==> config.mk <==
export PLATFORM = sky130hd
export DESIGN_NAME = icache_direct_mapped
export DESIGN_NICKNAME = d
export VERILOG_FILES = /design/src/rtl/cpu_pkg.sv /design/src/rtl/icache_tag_array.sv /design/src/rtl/icache_direct_mapped.sv
export SDC_FILE = /design/constraint.sdc
export NUM_CORES = 2
export LEC_CHECK = 0
export ABC_AREA = 1
export CAP_MARGIN = 20
export CORE_UTILIZATION = 60
export CTS_CLUSTER_SIZE = 40
export DETAILED_ROUTE_END_ITERATION = 8
export PLACE_DENSITY = 0.77
export RECOVER_POWER = 50
export SETUP_SLACK_MARGIN = 0.3
export SLEW_MARGIN = 20
export SYNTH_ARGS = -nofsm -noshare
export SYNTH_HDL_FRONTEND = slang
export SYNTH_SLANG_ARGS = --single-unit
export TNS_END_PERCENT = 50
==> constraint.sdc <==
create_clock -name clk -period 5.1 [get_ports clk]
set_clock_uncertainty 0.1 [all_clocks]
set_input_delay 1.53 -clock clk [delete_from_list [all_inputs] [get_ports clk]]
set_output_delay 1.53 -clock clk [all_outputs]
set_load 0.02 [all_outputs]
==> src/rtl/cpu_pkg.sv <==
// Shared types and constants for the direct-mapped instruction cache.
package cpu_pkg;

  localparam int unsigned XLEN           = 32;
  localparam int unsigned INDEX_BITS     = 4;
  localparam int unsigned OFFSET_BITS    = 2;
  localparam int unsigned LINES          = 1 << INDEX_BITS;
  localparam int unsigned WORDS          = 1 << OFFSET_BITS;
  localparam int unsigned TAG_BITS       = XLEN - INDEX_BITS - OFFSET_BITS - 2;
  localparam int unsigned DATA_ADDR_BITS = INDEX_BITS + OFFSET_BITS;

  localparam logic [XLEN-1:0] NOP_INST = 32'h0000_0013;

  typedef enum logic {
    IDLE   = 1'b0,
    REFILL = 1'b1
  } icache_state_e;

  // Word address split into cache fields (byte offset dropped).
  typedef struct packed {
    logic [TAG_BITS-1:0]    tag;
    logic [INDEX_BITS-1:0]  index;
    logic [OFFSET_BITS-1:0] word;
  } icache_addr_t;

  // Extract the cache fields from a byte address.
  function automatic icache_addr_t split_addr(input logic [XLEN-1:0] addr);
    return icache_addr_t'(addr[XLEN-1:2]);
  endfunction

endpackage

==> src/rtl/icache_tag_array.sv <==
// Valid/tag storage: combinational lookup, single-line install, flash clear.
module icache_tag_array
  import cpu_pkg::*;
(
  input  logic                  clk,
  input  logic                  rst_n,
  input  logic [INDEX_BITS-1:0] i_lookup_index,
  input  logic [TAG_BITS-1:0]   i_lookup_tag,
  output logic                  o_hit_c,
  input  logic                  i_clear,
  input  logic                  i_install,
  input  logic [INDEX_BITS-1:0] i_install_index,
  input  logic [TAG_BITS-1:0]   i_install_tag,
  input  logic                  i_install_valid
);

  logic [LINES-1:0]    r_valid;
  logic [TAG_BITS-1:0] r_tag [LINES];

  // Valid bits: flash clear first, then install may set/clear one line.
  always_ff @(posedge clk or negedge rst_n) begin
    if (!rst_n) begin
      r_valid <= '0;
    end else begin
      if (i_clear) begin
        r_valid <= '0;
      end
      if (i_install) begin
        r_valid[i_install_index] <= i_install_valid;
      end
    end
  end

  // Tag storage is never reset; the valid bit qualifies it.
  always_ff @(posedge clk) begin
    if (i_install) begin
      r_tag[i_install_index] <= i_install_tag;
    end
  end

  assign o_hit_c = r_valid[i_lookup_index] && (r_tag[i_lookup_index] == i_lookup_tag);

endmodule

==> src/rtl/icache_direct_mapped.sv <==
// Direct-mapped read-only instruction cache with word-by-word line refill.
// Optional hit/miss performance counters are built when ICACHE_PERF_EN is defined.
module icache_direct_mapped
  import cpu_pkg::*;
(
  input  logic            clk,
  input  logic            rst,
  input  logic [XLEN-1:0] Addr,
  output logic [XLEN-1:0] Inst,
  output logic            ICacheStall,
  input  logic            Flush,
  output logic            MemReq,
  output logic [XLEN-1:0] MemPc,
  input  logic [XLEN-1:0] MemInst,
  input  logic            MemValid
`ifdef ICACHE_PERF_EN
  ,
  output logic [31:0]     HitCount,
  output logic [31:0]     MissCount
`endif
);

  icache_state_e          r_state;
  icache_state_e          w_state_next;
  logic [TAG_BITS-1:0]    r_miss_tag;
  logic [INDEX_BITS-1:0]  r_miss_index;
  logic [OFFSET_BITS-1:0] r_cnt;
  logic                   r_drop;
  logic [XLEN-1:0]        r_data [LINES*WORDS];

  icache_addr_t           w_addr;
  logic                   w_tag_hit_c;
  logic                   w_hit;
  logic                   w_last_word;
  logic                   w_beat;
  logic                   w_install;
  logic                   w_unused_ok;

  assign w_addr      = split_addr(Addr);
  assign w_unused_ok = ^Addr[1:0];
  assign w_hit       = w_tag_hit_c && !Flush;
  assign w_last_word = (r_cnt == OFFSET_BITS'(WORDS - 1));
  assign w_beat      = (r_state == REFILL) && MemValid;
  assign w_install   = w_beat && w_last_word;

  icache_tag_array u_tags (
    .clk             (clk),
    .rst_n           (rst),
    .i_lookup_index  (w_addr.index),
    .i_lookup_tag    (w_addr.tag),
    .o_hit_c         (w_tag_hit_c),
    .i_clear         (Flush),
    .i_install       (w_install),
    .i_install_index (r_miss_index),
    .i_install_tag   (r_miss_tag),
    .i_install_valid (!(r_drop || Flush))
  );

  // State register.
  always_ff @(posedge clk or negedge rst) begin
    if (!rst) begin
      r_state <= IDLE;
    end else begin
      r_state <= w_state_next;
    end
  end

  // Next-state: miss starts a refill, last accepted word ends it.
  always_comb begin
    w_state_next = r_state;
    case (r_state)
      IDLE:    if (!w_hit) w_state_next = REFILL;
      REFILL:  if (w_install) w_state_next = IDLE;
      default: w_state_next = IDLE;
    endcase
  end

  // Outputs: hit data in IDLE, memory request in REFILL, quiet in reset.
  always_comb begin
    Inst        = NOP_INST;
    ICacheStall = 1'b0;
    MemReq      = 1'b0;
    MemPc       = '0;
    if (rst) begin
      case (r_state)
        IDLE: begin
          if (w_hit) begin
            Inst = r_data[{w_addr.index, w_addr.word}];
          end else begin
            ICacheStall = 1'b1;
          end
        end
        REFILL: begin
          ICacheStall = 1'b1;
          MemReq      = 1'b1;
          MemPc       = {r_miss_tag, r_miss_index, r_cnt, 2'b00};
        end
        default: begin
          ICacheStall = 1'b0;
        end
      endcase
    end
  end

  // Miss registers, word counter and drop flag.
  always_ff @(posedge clk or negedge rst) begin
    if (!rst) begin
      r_miss_tag   <= '0;
      r_miss_index <= '0;
      r_cnt        <= '0;
      r_drop       <= 1'b0;
    end else begin
      case (r_state)
        IDLE: begin
          if (!w_hit) begin
            r_miss_tag   <= w_addr.tag;
            r_miss_index <= w_addr.index;
            r_cnt        <= '0;
            r_drop       <= 1'b0;
          end
        end
        REFILL: begin
          if (Flush) begin
            r_drop <= 1'b1;
          end
          if (MemValid) begin
            r_cnt <= r_cnt + OFFSET_BITS'(1);
          end
          if (w_install) begin
            r_drop <= 1'b0;
          end
        end
        default: begin
          r_drop <= 1'b0;
        end
      endcase
    end
  end

  // Data array write, one word per accepted memory beat.
  always_ff @(posedge clk) begin
    if (w_beat) begin
      r_data[{r_miss_index, r_cnt}] <= MemInst;
    end
  end

`ifdef ICACHE_PERF_EN
  logic [31:0] r_hit_count;
  logic [31:0] r_miss_count;

  // Saturating hit/miss counters; Flush does not touch them.
  always_ff @(posedge clk or negedge rst) begin
    if (!rst) begin
      r_hit_count  <= '0;
      r_miss_count <= '0;
    end else if (r_state == IDLE) begin
      if (w_hit && !ICacheStall) begin
        if (r_hit_count != 32'hFFFF_FFFF) r_hit_count <= r_hit_count + 32'd1;
      end
      if (!w_hit) begin
        if (r_miss_count != 32'hFFFF_FFFF) r_miss_count <= r_miss_count + 32'd1;
      end
    end
  end

  assign HitCount  = r_hit_count;
  assign MissCount = r_miss_count;
`endif

endmodule

Yosys cells after proc, flatten, opt, wreduce, memory -nomap -nowiden
Memories as Yosys holds them, arrays and structs flattened.
Index checks and enable logic that the tools add are counted.

storage, ports and cells
  register bits after elaboration = 48
  RAM bits = 2432
  input bits = 68
  output and inout bits = 66
  word-level logic and storage cells = 60
  memories = 2

operators by class
  $add $sub $neg = 1
  order comparisons = 3
  equality and inequality tests = 5
  muxes and demuxes = 30
  bitwise operators = 2
  reduce and logical (&&, ||, !) cells = 11

memory list
  name          depth  width  rd ports  clocked after memory_dff  wr ports  line                        source
  r_data        64     32     1         0                         1         icache_direct_mapped.sv:29  logic [XLEN-1:0] r_data [LINES*WORDS];
  u_tags.r_tag  16     24     1         0                         1         icache_tag_array.sv:18      logic [TAG_BITS-1:0] r_tag [LINES];

operators by type and width
  kind                                                        count
  two-way mux 32 bit                                          5
  two-way mux 16 bit                                          2
  equality test 24 bit                                        1
  bitwise mux 16 bit                                          1
  two-way mux 1 bit                                           14
  less-than comparator 4 x 5 -> 1 bit, second input constant  2
  one-hot mux 1 bit (2 select lines)                          3
  AND reduction 2 bit                                         3
  logical AND 1 bit                                           5
  binary-select mux 1 bit (select 4 bit)                      1
  demux 1 bit (select 4 bit)                                  1
  >= comparator 4 x 1 -> 1 bit, second input constant         1
  two-way mux 2 bit                                           2
  != test 2 bit, second input constant                        2
  one-hot mux 2 bit (2 select lines)                          1
  != test 3 x 2 -> 1 bit, second input constant               1
  adder 2 x 1 -> 2 bit, second input constant                 1
  equality test 2 bit, second input constant                  1
  logical NOT 1 bit                                           2
  inverter 1 bit                                              2
  logical OR 1 bit                                            1

Logic depth before layout (Yosys ltp)
  depth in word-level cells = 7
  mapped depth = 21

By module
A second synthesis with hierarchy kept.

second synthesis, totals
  cell total of the unflattened synthesis = 8582
  area total of the unflattened synthesis = 100930.6 sq um

by module, submodules not included
  module                instances  cells an instance  area each (sq um)
  icache_direct_mapped  1          6973               83741.6
  icache_tag_array      1          1609               17189.0

Worst setup path before layout
No wires, ideal clock.

  path type = input to output
  from = input Addr[2]
  to = output Inst[3]
  arrival time = 3.464 ns
  data required time = 3.470 ns
  path slack = 0.006 ns
  stages on the path = 11
  path buffers = 4
  path through = clkbuf_1 clkinv_1 clkbuf_1 clkbuf_1 clkbuf_1 nand2_1 a221oi_1 o211ai_1 nand3_1 nand2_1 nor2_1

between the ends
  cells in the longest elaborated chain, start to end = 4

ends and longest elaborated chain
  item                  line                        source
  start: declaration    icache_direct_mapped.sv:8   input logic [XLEN-1:0] Addr,
  memory (64 x 32 bit)  n/a
  two-way mux 32 bit    icache_direct_mapped.sv:87  if (w_hit) begin
  two-way mux 32 bit    icache_direct_mapped.sv:85  case (r_state)
  two-way mux 32 bit    icache_direct_mapped.sv:84  if (rst) begin
  end: declaration      icache_direct_mapped.sv:9   output logic [XLEN-1:0] Inst,

Every way passes these cells.

Final worst setup path
  from = input Addr[4]
  to = output Inst[14]

between the ends
  cells in the longest elaborated chain, start to end = 7

ends and longest elaborated chain
  item                                                                            line                        source
  memory (16 x 24 bit) or binary-select mux 1 bit (select 4 bit) (tied branches)  n/a
  equality test 24 bit or two-way mux 1 bit (tied branches)                       icache_tag_array.sv:41      assign o_hit_c = r_valid[i_lookup_index] && (r_tag[i_lookup_index] == i_lookup_tag);
  logical AND 1 bit                                                               icache_tag_array.sv:41
  logical AND 1 bit                                                               icache_direct_mapped.sv:41  assign w_hit = w_tag_hit_c && !Flush;
  two-way mux 32 bit *                                                            icache_direct_mapped.sv:87
  two-way mux 32 bit *                                                            icache_direct_mapped.sv:85
  two-way mux 32 bit *                                                            icache_direct_mapped.sv:84

Every way passes the cells marked *; elsewhere a longest branch is shown, timed or not. The select of a mux whose other input is x is not followed.

==> metrics.md <==
| Metric | Value |
|---|---|
| Area of the core | `163,000 sq um` |
| Pins Over Slew Limit | `1,916` |
| Critical path endpoint | `Inst[14]` |
| Cell area after layout | `116,000 sq um` |
| CTS tree | `done` |
| Reg2reg setup slack | `1.88 ns` |
| Max_slew headroom | `-107%` |
| RSZ-0062 raised after global routing | `true` |
| HP Class | `reg2reg` |
| Post-Syn Area | `between 90,000 and 100,000 sq um` |
| Post-Synth XOR/XNOR Area | `0%` |
| Starting Density | `60.6%` |
| CP Data Required Time | `between 3 and 4 ns` |
| PwrDens | `391 nW/um^2` |
| Combinational family with the most area after synthesis | `compound AO/OA/AOI/OAI gates` |
| Final ANT Viol Nets | `0` |
| Via count | `a little under 70,000` |
| Clock buffer depth | `3` |
| Area Overhead vs Synth | `17.2%` |
| Reg clk slew, reported paths | `0.07 ns` |
| Post-detail-place hpwl | `162 mm` |
| F_max | `between 150 and 200 MHz` |
| Clock sink count | `2,480` |
| Layout cells sized above 1 | `between 10% and 20%` |
| Largest net degree at the start of global routing | `72` |
| Post-synth top area cell | `edfxtp_1` |
| Avg Vias per Cell | `6.66` |
| Die Y | `around 410 microns` |
| Cell count after synthesis | `about 7,600` |
| # setup viols final | `33` |
| Cts bufs inserted | `226` |
| Netlist cell types | `32` |
| Critical path class | `in2out` |
| Crit path time final | `5.71 ns` |
| Period utilisation layout | `112%` |
| Peak fanout along the critical path | `10` |
| Grt met1 use | `43.9%` |
| Most common cell after layout, fill and taps aside | `edfxtp_1` |
| IO buf count | `129` |
| Most frequent cells in the layout | `2,432 x edfxtp_1, 1,438 x nand2_1, 709 x nor2_1, 699 x o21ai_0, 429 x buf_4` |
| Met3 Resource Use GR | `7.79%` |
| Iteration count of the initial detailed-routing pass | `9` |
| WL/cell | `around 28 microns` |
| Number of synthesis warnings | `0` |
| Post-Synth Simple-Gate Area | `10.4%` |
| R2r worst-path depth | `6` |
| Yosys reg bits | `2,480` |
| Root buffer cell | `clkbuf_16` |
| Sequential-to-total area share from yosys stat | `approximately 75%` |
| GPL Wtd Cong | `0.864` |
| Top cell type's share of synthesized area | `between 70% and 80%` |
| Vias in the first global route | `68,051` |
| Reg2Reg Launch Point | `r_state` |
| Met2 Use GR | `54.5%` |
| Drt drc | `0` |
| Synth Area in Adders | `less than 1%` |
| Busiest grt layer | `met2` |
| DR iter-0 viols | `11,491` |
| Worst Setup SP | `Addr[4]` |
| Mean post-synth cell area | `13.0 sq um` |
| Peak supply drop | `440 uV` |
| Status | `complete, but fails checks` |
| Clk Latency, worst-skew pair | `between 0.8 and 0.9 ns` |
| Worst-margin pin slew | `3.11 ns` |
| Crit end category | `primary output` |
| Final worst slack | `-0.613 ns` |
| Hold Slack | `roughly 0.45 ns` |
| Initial antenna violation count | `18` |
| R2R Path End | `r_data[33][0]` |
| Worst path arrival time | `4.08 ns` |
| I/O pins | `around 130` |
| Mux cell area share after synthesis | `0%` |
| GRT Residual Overflow | `0` |
| Die area | `approximately 170,000 sq um` |
| Max Cap Violations | `33` |
| Post-place instance area | `107,000 sq um` |
| Leak Pwr | `0.0397 uW` |
| H-tree levels | `4` |
| Failing checks | `max-capacitance violations, max-slew violations, negative setup slack` |
| CP startpoint kind | `input pin` |
| First-pass GRT wire length | `423 mm` |
| Nets@finish | `roughly 8,100` |
| Compound-cell area share of the yosys netlist | `11.4%` |
| Cell Rows | `148` |
| Hold path depth | `2` |
| Die W | `408 microns` |
| Total global-route track usage | `34.4%` |
| DRT Wirelength | `approximately 290 mm` |
| Synth area leaders | `edfxtp_1 74%, nand2_1 5.5%, o21ai_0 3.6%, nor2_1 3.2%, o221ai_1 2.1%` |
| Final hold violation count | `0` |
## how the worst min path moves through the flow
| stage | startpoint | end | slack, ns |
|---|---|---|---|
| 2_1_floorplan | u_tags.r_valid[0] | u_tags.r_valid[0] | 0.41 |
| 3_3_place_gp | u_tags.r_valid[0] | u_tags.r_valid[0] | 0.42 |
| 3_5_place_dp | u_tags.r_valid[12] | u_tags.r_valid[12] | 0.43 |
| 4_1_cts | u_tags.r_valid[12] | u_tags.r_valid[12] | 0.44 |
| 5_1_grt | u_tags.r_valid[14] | u_tags.r_valid[14] | 0.46 |
| 6_report | u_tags.r_valid[12] | u_tags.r_valid[12] | 0.45 |
## layer usage
| layer | part of all wire, % | up-vias |
|---|---|---|
| met5 | 0.023 | - |
| met3 | 13 | 1085 |
| li1 | - | 29056 |
| met4 | 6.2 | 10 |
| met1 | 34 | 33760 |
| met2 | 47 | 5584 |
## cell families (layout without fill, tap and decap cells)
group | after synthesis | count (layout)
other cells | 1 | 13
simple gates | 2629 | 2629
compound gates | 1768 | 1768
buf+inv | 745 | 1366
flops | 2480 | 2480
fa+ha+maj | 1 | 1
## metrics by stage
step	power (uW)	utilization, %	setup WS, ns	setup TNS (ns)	cells
floorplan	26300	-	0.142	0	7625
global placement	28500	65.7	-0.968	-29.87	9949
detailed placement	28600	65.7	-1.03	-30.90	9949
CTS	45000	70.9	-0.509	-12.97	10412
global route	46300	70.9	-0.706	-21.18	10423
finish	45200	70.9	-0.613	-17.69	10432
## worst max-delay path: stages
cell and delay (ns):
buf_16 0.15, buf_6 0.18, inv_6 0.10, or2_1 0.22, nand2_1 0.08, nand3_1 0.09, nand3_1 0.13, nand2_1 0.06
nand2_1 0.06, nand2_1 0.07, nor2_2 0.08, nand2_1 0.06, nor2_2 0.14, nand2_2 0.12, nor2_4 0.15, nand3_4 0.08
buf_12 0.17, buf_16 0.16, buf_8 0.14, nor2_4 0.12, buf_6 0.14
## state kept, by name (all words and copies together), names as in the netlist
name            count
r_cnt               2
r_data           2048
r_drop              1
r_miss_index        4
r_miss_tag         24
r_state             1
u_tags.r_tag      384
u_tags.r_valid     16
## synthesized netlist by cell type
| cell type | instances |
|---|---|
| inv_1 | 193 |
| a21boi_0 | 1 |
| dfrtp_1 | 48 |
| o31ai_1 | 4 |
| clkbuf_1 | 408 |
| a21oi_1 | 375 |
| buf_4 | 15 |
| conb_1 | 1 |
| ha_1 | 1 |
| buf_6 | 7 |
| o211ai_1 | 137 |
| nand3_1 | 338 |
| o21ai_2 | 1 |
| clkinv_1 | 3 |
| o21ai_0 | 706 |
| nor2_1 | 830 |
| a32o_1 | 116 |
| nand2_1 | 1453 |
| inv_2 | 4 |
| a31oi_1 | 2 |
| or3_1 | 3 |
| edfxtp_1 | 2432 |
| or2_2 | 3 |
| inv_4 | 1 |
| a221o_1 | 44 |
| buf_2 | 79 |
| buf_1 | 35 |
| o21ai_1 | 21 |
| a221oi_1 | 72 |
| o22ai_1 | 54 |
| o221ai_1 | 235 |
| or2_1 | 2 |
## layout make-up
cell class	count	area, sq um
antenna	11	27.5
clock buffer	281	6000
clock inverter	145	1250
fill	9790	47400
inverter	201	821
multi-input combinational	4400	22700
sequential	2480	74200
tap	2175	2720
timing repair buffer	735	7920
timing repair inverter	4	52.6
## power by group
part / switching (uW) / leakage (uW) / internal, uW
Sequential: 609 / 0.0225 / 23500
Combinational: 3100 / 0.0137 / 1310
Clock: 7420 / 0.00356 / 9290
## repair_timing
action,in CTS,in global routing
endpoints found under the setup margin,33,34
pin swaps,35,22
hold buffers,0,0
resized for setup,266,35
setup buffers,14,7
gates cloned,23,2
No activity file was read; power rests on OpenSTA's default activity.
